[config.mk]
export PLATFORM = sky130hd
export DESIGN_NAME = scan_sequencer_flat
export DESIGN_NICKNAME = d
export VERILOG_FILES = /design/src/rtl/scan_sequencer_if.sv /design/src/rtl/scan_sequencer.sv /design/src/flat_wrapper.sv
export SDC_FILE = /design/constraint.sdc
export NUM_CORES = 1
export LEC_CHECK = 0
export ABC_AREA = 1
export CAP_MARGIN = 20
export CORE_AREA = 8 8 120 133
export CTS_BUF_LIST = sky130_fd_sc_hd__clkbuf_2
export CTS_CLUSTER_DIAMETER = 80
export CTS_CLUSTER_SIZE = 10
export DETAILED_ROUTE_END_ITERATION = 7
export DIE_AREA = 0 0 128 141
export PLACE_DENSITY = 0.81
export SYNTH_ARGS = -nofsm -noshare
export SYNTH_HDL_FRONTEND = slang
export SYNTH_SLANG_ARGS = --single-unit
[constraint.sdc]
create_clock -name clk -period 4.9 [get_ports clk]
set_clock_uncertainty 0.05 [all_clocks]
set_input_delay 0.98 -clock clk [delete_from_list [all_inputs] [get_ports clk]]
set_output_delay 0.98 -clock clk [all_outputs]
set_load 0.1 [all_outputs]
[src/rtl/scan_sequencer_if.sv]
// Sample handshake and memory write port
// shared by the scan sequencer and its peers.
interface scan_sequencer_if;
  logic        sample_req;
  logic        sample_ack;
  logic [15:0] sample_data;
  logic        mem_req;
  logic        mem_grant;
  logic [23:0] mem_addr;
  logic [15:0] mem_data;
  logic        mem_we;

  modport master (
    output sample_req,
    input  sample_ack,
    input  sample_data,
    output mem_req,
    input  mem_grant,
    output mem_addr,
    output mem_data,
    output mem_we
  );

  modport slave (
    input  sample_req,
    output sample_ack,
    output sample_data,
    input  mem_req,
    output mem_grant,
    input  mem_addr,
    input  mem_data,
    input  mem_we
  );
endinterface

[src/rtl/scan_sequencer.sv]
// Ping-pong servo sweep: settle, sample,
// write one cell per angle step.
module scan_sequencer #(
  parameter int unsigned ANGLE_MIN      = 0,
  parameter int unsigned ANGLE_MAX      = 180,
  parameter int unsigned ANGLE_STEP     = 15,
  parameter int unsigned SETTLE_CYCLES  = 25_000_000,
  parameter int unsigned SAMPLE_TIMEOUT = 1_000_000,
  parameter logic [23:0] BASE_ADDR      = 24'h00_F000
) (
  input  logic             clk,
  input  logic             reset,
  input  logic             enable,
  output logic [15:0]      angle,
  scan_sequencer_if.master bus,
  output logic             busy,
  output logic             sweep_done,
  output logic             timeout_flag
);

  typedef enum logic [2:0] {
    IDLE,
    SETTLE,
    SAMPLE,
    WRITE,
    NEXT
  } state_t;

  // Zero-length waits degrade to one cycle.
  localparam logic [31:0] SETTLE_LOAD =
    (SETTLE_CYCLES == 0) ? 32'd0 :
    32'(SETTLE_CYCLES - 1);
  localparam logic [31:0] SAMPLE_LOAD =
    (SAMPLE_TIMEOUT == 0) ? 32'd0 :
    32'(SAMPLE_TIMEOUT - 1);

  localparam logic [16:0] A_MIN  = 17'(ANGLE_MIN);
  localparam logic [16:0] A_MAX  = 17'(ANGLE_MAX);
  localparam logic [16:0] A_STEP = 17'(ANGLE_STEP);
  localparam logic [15:0] STEP16 = 16'(ANGLE_STEP);
  localparam bit          SPAN0  =
    (ANGLE_MAX == ANGLE_MIN);

  state_t      state;
  logic [31:0] timer;
  logic [15:0] index;
  logic        dir_up;
  logic        sample_req;
  logic        mem_req;
  logic [23:0] mem_addr;
  logic [15:0] mem_data;

  logic        at_top;
  logic        at_bot;
  logic        reverse;
  logic        move_up;

  assign bus.sample_req = sample_req;
  assign bus.mem_req    = mem_req;
  assign bus.mem_we     = mem_req;
  assign bus.mem_addr   = mem_addr;
  assign bus.mem_data   = mem_data;

  // Range-edge detection for the next step.
  always_comb begin
    at_top  = ({1'b0, angle} + A_STEP) > A_MAX;
    at_bot  = {1'b0, angle} < (A_MIN + A_STEP);
    reverse = dir_up ? at_top : at_bot;
    move_up = dir_up ? !at_top : at_bot;
  end

  // Sweep FSM with registered outputs.
  always_ff @(posedge clk or negedge reset) begin
    if (!reset) begin
      state        <= IDLE;
      timer        <= '0;
      index        <= '0;
      dir_up       <= 1'b1;
      angle        <= 16'(ANGLE_MIN);
      sample_req   <= 1'b0;
      mem_req      <= 1'b0;
      mem_addr     <= BASE_ADDR;
      mem_data     <= '0;
      busy         <= 1'b0;
      sweep_done   <= 1'b0;
      timeout_flag <= 1'b0;
    end else begin
      sweep_done <= 1'b0;
      unique case (state)
        IDLE: begin
          if (enable) begin
            state <= SETTLE;
            timer <= SETTLE_LOAD;
            busy  <= 1'b1;
          end
        end
        SETTLE: begin
          if (timer == '0) begin
            state      <= SAMPLE;
            timer      <= SAMPLE_LOAD;
            sample_req <= 1'b1;
          end else begin
            timer <= timer - 32'd1;
          end
        end
        SAMPLE: begin
          // Ack beats a same-cycle timeout.
          if (bus.sample_ack) begin
            state      <= WRITE;
            sample_req <= 1'b0;
            mem_req    <= 1'b1;
            mem_addr   <= BASE_ADDR
                        + {8'd0, index};
            mem_data   <= bus.sample_data;
          end else if (timer == '0) begin
            state        <= WRITE;
            sample_req   <= 1'b0;
            mem_req      <= 1'b1;
            mem_addr     <= BASE_ADDR
                          + {8'd0, index};
            mem_data     <= 16'hFFFF;
            timeout_flag <= 1'b1;
          end else begin
            timer <= timer - 32'd1;
          end
        end
        WRITE: begin
          if (bus.mem_grant) begin
            state   <= NEXT;
            mem_req <= 1'b0;
          end
        end
        NEXT: begin
          if (reverse) begin
            dir_up     <= !dir_up;
            sweep_done <= 1'b1;
          end
          if (!SPAN0) begin
            if (move_up) begin
              angle <= angle + STEP16;
              index <= index + 16'd1;
            end else begin
              angle <= angle - STEP16;
              index <= index - 16'd1;
            end
          end
          if (enable) begin
            state <= SETTLE;
            timer <= SETTLE_LOAD;
          end else begin
            state <= IDLE;
            busy  <= 1'b0;
          end
        end
        default: begin
          state      <= IDLE;
          busy       <= 1'b0;
          sample_req <= 1'b0;
          mem_req    <= 1'b0;
        end
      endcase
    end
  end

endmodule

[src/flat_wrapper.sv]
// flat-port wrapper written by rule: the top's interface ports become plain ports
module scan_sequencer_flat 
#(
  parameter int unsigned ANGLE_MIN      = 0,
  parameter int unsigned ANGLE_MAX      = 180,
  parameter int unsigned ANGLE_STEP     = 15,
  parameter int unsigned SETTLE_CYCLES  = 25_000_000,
  parameter int unsigned SAMPLE_TIMEOUT = 1_000_000,
  parameter logic [23:0] BASE_ADDR      = 24'h00_F000
)
  (clk, reset, enable, angle, busy, sweep_done, timeout_flag, bus_sample_req, bus_sample_ack, bus_sample_data, bus_mem_req, bus_mem_grant, bus_mem_addr, bus_mem_data, bus_mem_we);
  scan_sequencer_if bus_i ();
  input  logic clk;
  input  logic reset;
  input  logic enable;
  output logic [15:0] angle;
  output logic busy;
  output logic sweep_done;
  output logic timeout_flag;
  output wire logic [$bits(bus_i.sample_req)-1:0] bus_sample_req;
  input wire logic [$bits(bus_i.sample_ack)-1:0] bus_sample_ack;
  input wire logic [$bits(bus_i.sample_data)-1:0] bus_sample_data;
  output wire logic [$bits(bus_i.mem_req)-1:0] bus_mem_req;
  input wire logic [$bits(bus_i.mem_grant)-1:0] bus_mem_grant;
  output wire logic [$bits(bus_i.mem_addr)-1:0] bus_mem_addr;
  output wire logic [$bits(bus_i.mem_data)-1:0] bus_mem_data;
  output wire logic [$bits(bus_i.mem_we)-1:0] bus_mem_we;
  assign bus_sample_req = bus_i.sample_req;
  assign bus_i.sample_ack = bus_sample_ack;
  assign bus_i.sample_data = bus_sample_data;
  assign bus_mem_req = bus_i.mem_req;
  assign bus_i.mem_grant = bus_mem_grant;
  assign bus_mem_addr = bus_i.mem_addr;
  assign bus_mem_data = bus_i.mem_data;
  assign bus_mem_we = bus_i.mem_we;
  scan_sequencer #(.ANGLE_MIN(ANGLE_MIN), .ANGLE_MAX(ANGLE_MAX), .ANGLE_STEP(ANGLE_STEP), .SETTLE_CYCLES(SETTLE_CYCLES), .SAMPLE_TIMEOUT(SAMPLE_TIMEOUT), .BASE_ADDR(BASE_ADDR)) u_core (.clk(clk), .reset(reset), .enable(enable), .angle(angle), .bus(bus_i), .busy(busy), .sweep_done(sweep_done), .timeout_flag(timeout_flag));
endmodule
======== Yosys cells after proc, flatten, opt, wreduce, memory -nomap -nowiden ========
Cells that the tools add are included.
storage, ports and cells
  register bits after elaboration ......... 113
  latch bits .............................. 0
  memory bits (writable) .................. 0
  ROM bits ................................ 0
  input bits .............................. 21
  output and inout port bits .............. 62
  logic and storage cells ................. 87
  memories kept ........................... 0
operators by class
  add/sub/neg operators ................... 7
  $mul .................................... 0
  div/mod/pow operators ................... 0
  magnitude comparators ................... 2
  equal/unequal tests ..................... 12
  shift-type cells ........................ 0
  multiplexer cells ....................... 32
  bitwise operators ....................... 4
  reductions and logical operators ........ 18
operators by type and width
  kind                      count
  $mux W32                  4
  $pmux W32 S3              1
  $mux W16                  4
  $mux W24                  2
  $logic_not A32 Y1         1
  $sub A32 B1 Y32 const B   1
  $add A16 B16 Y17 const A  1
  $add A16 B4 Y17 const B   1
  $gt A17 B8 Y1 const B     1
  $add A16 B1 Y16 const B   1
  $add A16 B4 Y16 const B   1
  $lt A16 B4 Y1 const B     1
  $sub A16 B1 Y16 const B   1
  $sub A16 B4 Y16 const B   1
  $mux W3                   5
  $pmux W3 S5               1
  $mux W1                   12
  $reduce_and A3 Y1         4
  $ne A2 B2 Y1 const B      5
  $pmux W1 S3               3
  $reduce_or A3 Y1          3
  $reduce_and A4 Y1         2
  $eq A3 B2 Y1 const B      2
  $ne A2 B1 Y1 const B      2
  other kinds (10)          15

======== Depth between registers and ports, before layout ========
  depth in word-level cells ............... 5
  gate-level depth with buffers ........... 25
  depth with buffers taken out ............ 24

======== Worst setup path after synthesis ========
No wires, ideal clock.
  path kind ............................... reg-to-reg
  start point ............................. register u_core.angle[0]
  end point ............................... register u_core.index[12]
  setup time .............................. 0.117 ns
  arrival time ............................ 4.168 ns
  required time ........................... 4.733 ns
  setup slack ............................. 0.565 ns
  stages on the path, launching flop included .. 24
  buffers on the path ..................... 1
  period minus slack after synthesis ...... 4.335 ns
  cell sequence ........................... dfrtp_1 -> inv_1 -> ha_1 -> nand3_4 -> nand3_1 -> nand2_1 -> nand3_1 -> nor2_1 -> nand2_1 -> nor2_4 -> nand3_4 -> nand2_4 -> inv_2 -> buf_6 -> ha_1 -> a21oi_1 -> nand2_1 -> a21oi_1 -> o21ai_0 -> a21boi_0 -> o21ai_0 -> or2_2 -> nand3_1 -> nand2_1
between the ends
  cells in the longest elaborated chain, start to end .. 5
  elaborated cells between the ends (all ways) .. 6
  those cells by class .................... 1 x add/sub; 2 x order compare; 2 x mux; 1 x reduce/logical
ends and longest elaborated chain
  what                    RTL line               text
  from (decl)             scan_sequencer.sv:14   output logic [15:0] angle,
  from (signal assigned)  scan_sequencer.sv:79   angle <= 16'(ANGLE_MIN);
  from (signal assigned)  scan_sequencer.sv:140  angle <= angle + STEP16;
  from (signal assigned)  scan_sequencer.sv:143  angle <= angle - STEP16;
  $add A16 B4 Y17         scan_sequencer.sv:66   at_top = ({1'b0, angle} + A_STEP) > A_MAX;
  $gt A17 B8 Y1           scan_sequencer.sv:66
  $logic_not A1 Y1        scan_sequencer.sv:69   move_up = dir_up ? !at_top : at_bot;
  $mux W1 (*)             scan_sequencer.sv:69
  $mux W16 (*)            scan_sequencer.sv:139  if (move_up) begin
  to (signal assigned)    scan_sequencer.sv:141  index <= index + 16'd1;
  to (signal assigned)    scan_sequencer.sv:144  index <= index - 16'd1;
  to (decl)               scan_sequencer.sv:46   logic [15:0] index;
Mark *: on every way between the ends. The rest lies on a longest branch, timed or not.
A chain may end at the register's enable or synchronous reset.

======== Worst setup path after layout ========
Ends and elaborated chain as after synthesis.

==> results.cfg <==
[status]
status = finished, final reports clean

[global_routing]
grt_pass1_vias = 5612
met1_usage_pct = 21.3
grt_use_total_pct = 18.0
use_met3_pct = 2.87
grt_overflow = 0
gr-max-usage-layer = met2
grt_first_pass_wirelength_mm = 26.5
antenna_found_initial = 0
grt_max_degree = 81
use_met2_pct = 31.3

[logic_synthesis]
ys_async_sr_fraction_pct = 100
synth-edff-count = 0
yosysWarnings = 0
synth_top_area_share_pct = 37.7
yosys.area.top_type = dfrtp_1
avgSynthCellArea_um2 = 7.91
yosys-top-cells-area = dfrtp_1 38%, nand2_1 11%, nor2_1 4.8%
synth_seq_cells = 106
ys_seq_area_share_pct = 39.7
syn_inst = 847
synth_ff_type = dfrtp_1
ys_types = 55
yosysMostFrequentCell = nand2_1
yosys-top-cells-count = 195 x nand2_1, 101 x dfrtp_1, 86 x nor2_1
syn-cell-area_um2 = 6700

[hold_path]
hp-class = primary input to asynchronous set/reset pin

[floorplan]
core_um2 = 13600
io_pins = 83
start_util_pct = 49.1
dieArea_um2 = 18000
num_rows = 45
die_h_um = 141
fp.dieW_um = 128

[route]
drtIter0Drc = 287
routedWlPerCell_um = 14.3
vias = 5726
drtAntennaViolNets = 0
dr.pass1.iters = 5
drc = 0
routed_wl_mm = 15.8
routed_via_density = 5.20

[clock_tree]
postCtsSetupRepairBufs = 0
path_clk_slew_ns = 0.30
cts-htree-levels = 3
cts_tree = yes
cts-root-buf = clkbuf_2
numCtsBuffers = 9
max-clock-path-buffers = 2
cts_resized = 0
cts_hold_buf = 0
cts_num_sinks = 106
clock_latency_ns = 0.64

[worst_setup_path]
critPathKind = register to register
crit_chain = inv_1, ha_1, nand3_4, nand3_1, nor2_1, xor2_1, nor2_1, nand3_4, nand2_4, inv_2, ha_1, a21oi_1, nand2_1, a21oi_1, o21ai_0, a21boi_0, o21ai_0, or2_2, nand3_1, nand2_1
worstPathArrival_ns = 4.54
reg2reg_slack_ns = 0.88
reg2reg_to = u_core.index[12]
startpoint_type = register
cp_max_fo = 13
endpoint_kind = register
worstRegToRegCells = 20
required_ns = 5.42
reg2reg_from = u_core.angle[0]
slowest_stage = dfrtp_1
slowest_delay_ns = 0.51

[sta]
period_minus_slack_ns = 4.02
finalMaxSlewViolations = 0
final-hold-violation-count = 0
grt_setup_unrepaired = false
max_slew_margin_pct = 30.9
finalSetupViolCount = 0
tightest_slew_ns = 1.03
max_freq_ghz = 0.249
finalWorstSetupSlack_ns = 0.878
post-route-period-util_pct = 82.1
setup-tns-final_ns = 0

[placement]
dp_slack_ns = 0.891
dp_hpwl_mm = 11.6
place.gp.congestion = 0.913
io_buffers = 75

[cells_and_area]
nets = 950
syn_to_final_growth_pct = 13.2
antenna_cells = 0
drive_gt1_share_pct = 9.97
num-fill-cells = 1311

[flow_run]
drv_cap = 0
sequential cells by signal, indices dropped and copies added, names as in the netlist:
register and flops:
u_core.bus.sample_req 1, u_core.busy 1, u_core.angle 16, u_core.timeout_flag 1, u_core.bus.mem_addr 17, u_core.timer 32, u_core.sweep_done 1, u_core.dir_up 1
u_core.state 3, u_core.index 16, u_core.bus.mem_data 16, u_core.bus.mem_req 1
worst max-delay path: cells and delay by family (launching register included):
kind	cells	cell delay, ns
AOI/OAI and AO/OA	5	1.06
xor gates and xnor gates	1	0.14
adders and majority gates	2	0.58
buffers and inverters	2	0.25
DFF	1	0.51
and+or+nand+nor	10	1.40
stage by stage:
step | std cells | cell area, µm² | hold WS [ns] | util, %
final | 1101 | 7580 | 0.0891 | 55.6
after CTS | 1100 | 7550 | 0.402 | 55.4
after global placement | 1084 | 7450 | 0.405 | 54.7
after floorplan | 853 | 6720 | 0.388 | -
after detailed placement | 1084 | 7450 | 0.407 | 54.7
after global routing | 1101 | 7580 | 0.0512 | 55.6
final cells by class:
cell class / count / area, µm² / share of cell area (%)
flip-flops and latches: 106 / 2660 / 35.1
clock inverters: 7 / 52.6 / 0.693
multi-input cells: 622 / 3450 / 45.5
well taps: 188 / 235 / 3.10
repair buffers: 79 / 798 / 10.5
clock buffers: 9 / 45.0 / 0.594
inverters: 90 / 343 / 4.52
cell families (layout without fill, tap and decap cells):
group | count (synthesis) | after routing | synth area share, %
adders and majority gates | 22 | 22 | 4.19
other | 1 | 7 | 0.0560
AOI/OAI and AO/OA | 133 | 133 | 11.6
buffers and inverters | 125 | 185 | 9.27
xor gates and xnor gates | 36 | 36 | 4.71
and+or+nand+nor | 424 | 424 | 30.4
DFF | 106 | 106 | 39.7
how the worst max path moves through the flow:
| stage | start | end | slack (ns) | cells past startpoint |
|---|---|---|---|---|
| global route | u_core.angle[0] | u_core.index[12] | 0.54 | 23 |
| CTS | u_core.angle[0] | u_core.index[12] | 0.87 | 20 |
| global placement | u_core.angle[0] | u_core.index[11] | 1.05 | 20 |
| finish | u_core.angle[0] | u_core.index[12] | 0.88 | 20 |
| floorplan | u_core.angle[0] | u_core.index[12] | 0.56 | 23 |
| detailed placement | u_core.angle[0] | u_core.index[12] | 0.89 | 20 |
cells in the final DEF (no fill, tap or decap), types with 5 or more instances in the layout:
cell,netlist,layout
dfrtp_1,101,101
nand3_2,5,5
o21ai_0,45,45
xnor2_1,9,9
conb_1,1,7
or2_2,7,7
xor2_1,27,27
o22a_1,16,16
nand4_1,15,15
inv_1,79,79
o21ai_1,20,20
clkdlybuf4s50_1,0,74
a31oi_1,10,10
nor2_4,6,7
inv_2,8,8
nor3_1,19,19
nor2_2,8,8
nand3_1,50,50
a21oi_1,28,28
nor2_1,86,85
nand2_1,195,195
ha_1,20,20
dfstp_2,5,5
clkbuf_2,1,9
nand2_2,11,11
routing by layer:
metal	vias to the layer above	routed length (µm)
li1	2878	-
met1	2696	6870
met2	124	7850
met3	28	626
met4	0	408
met5	-	0
Power is not shown: default switching activity piles up to over one toggle a cycle in this logic, so the estimate is an artifact.
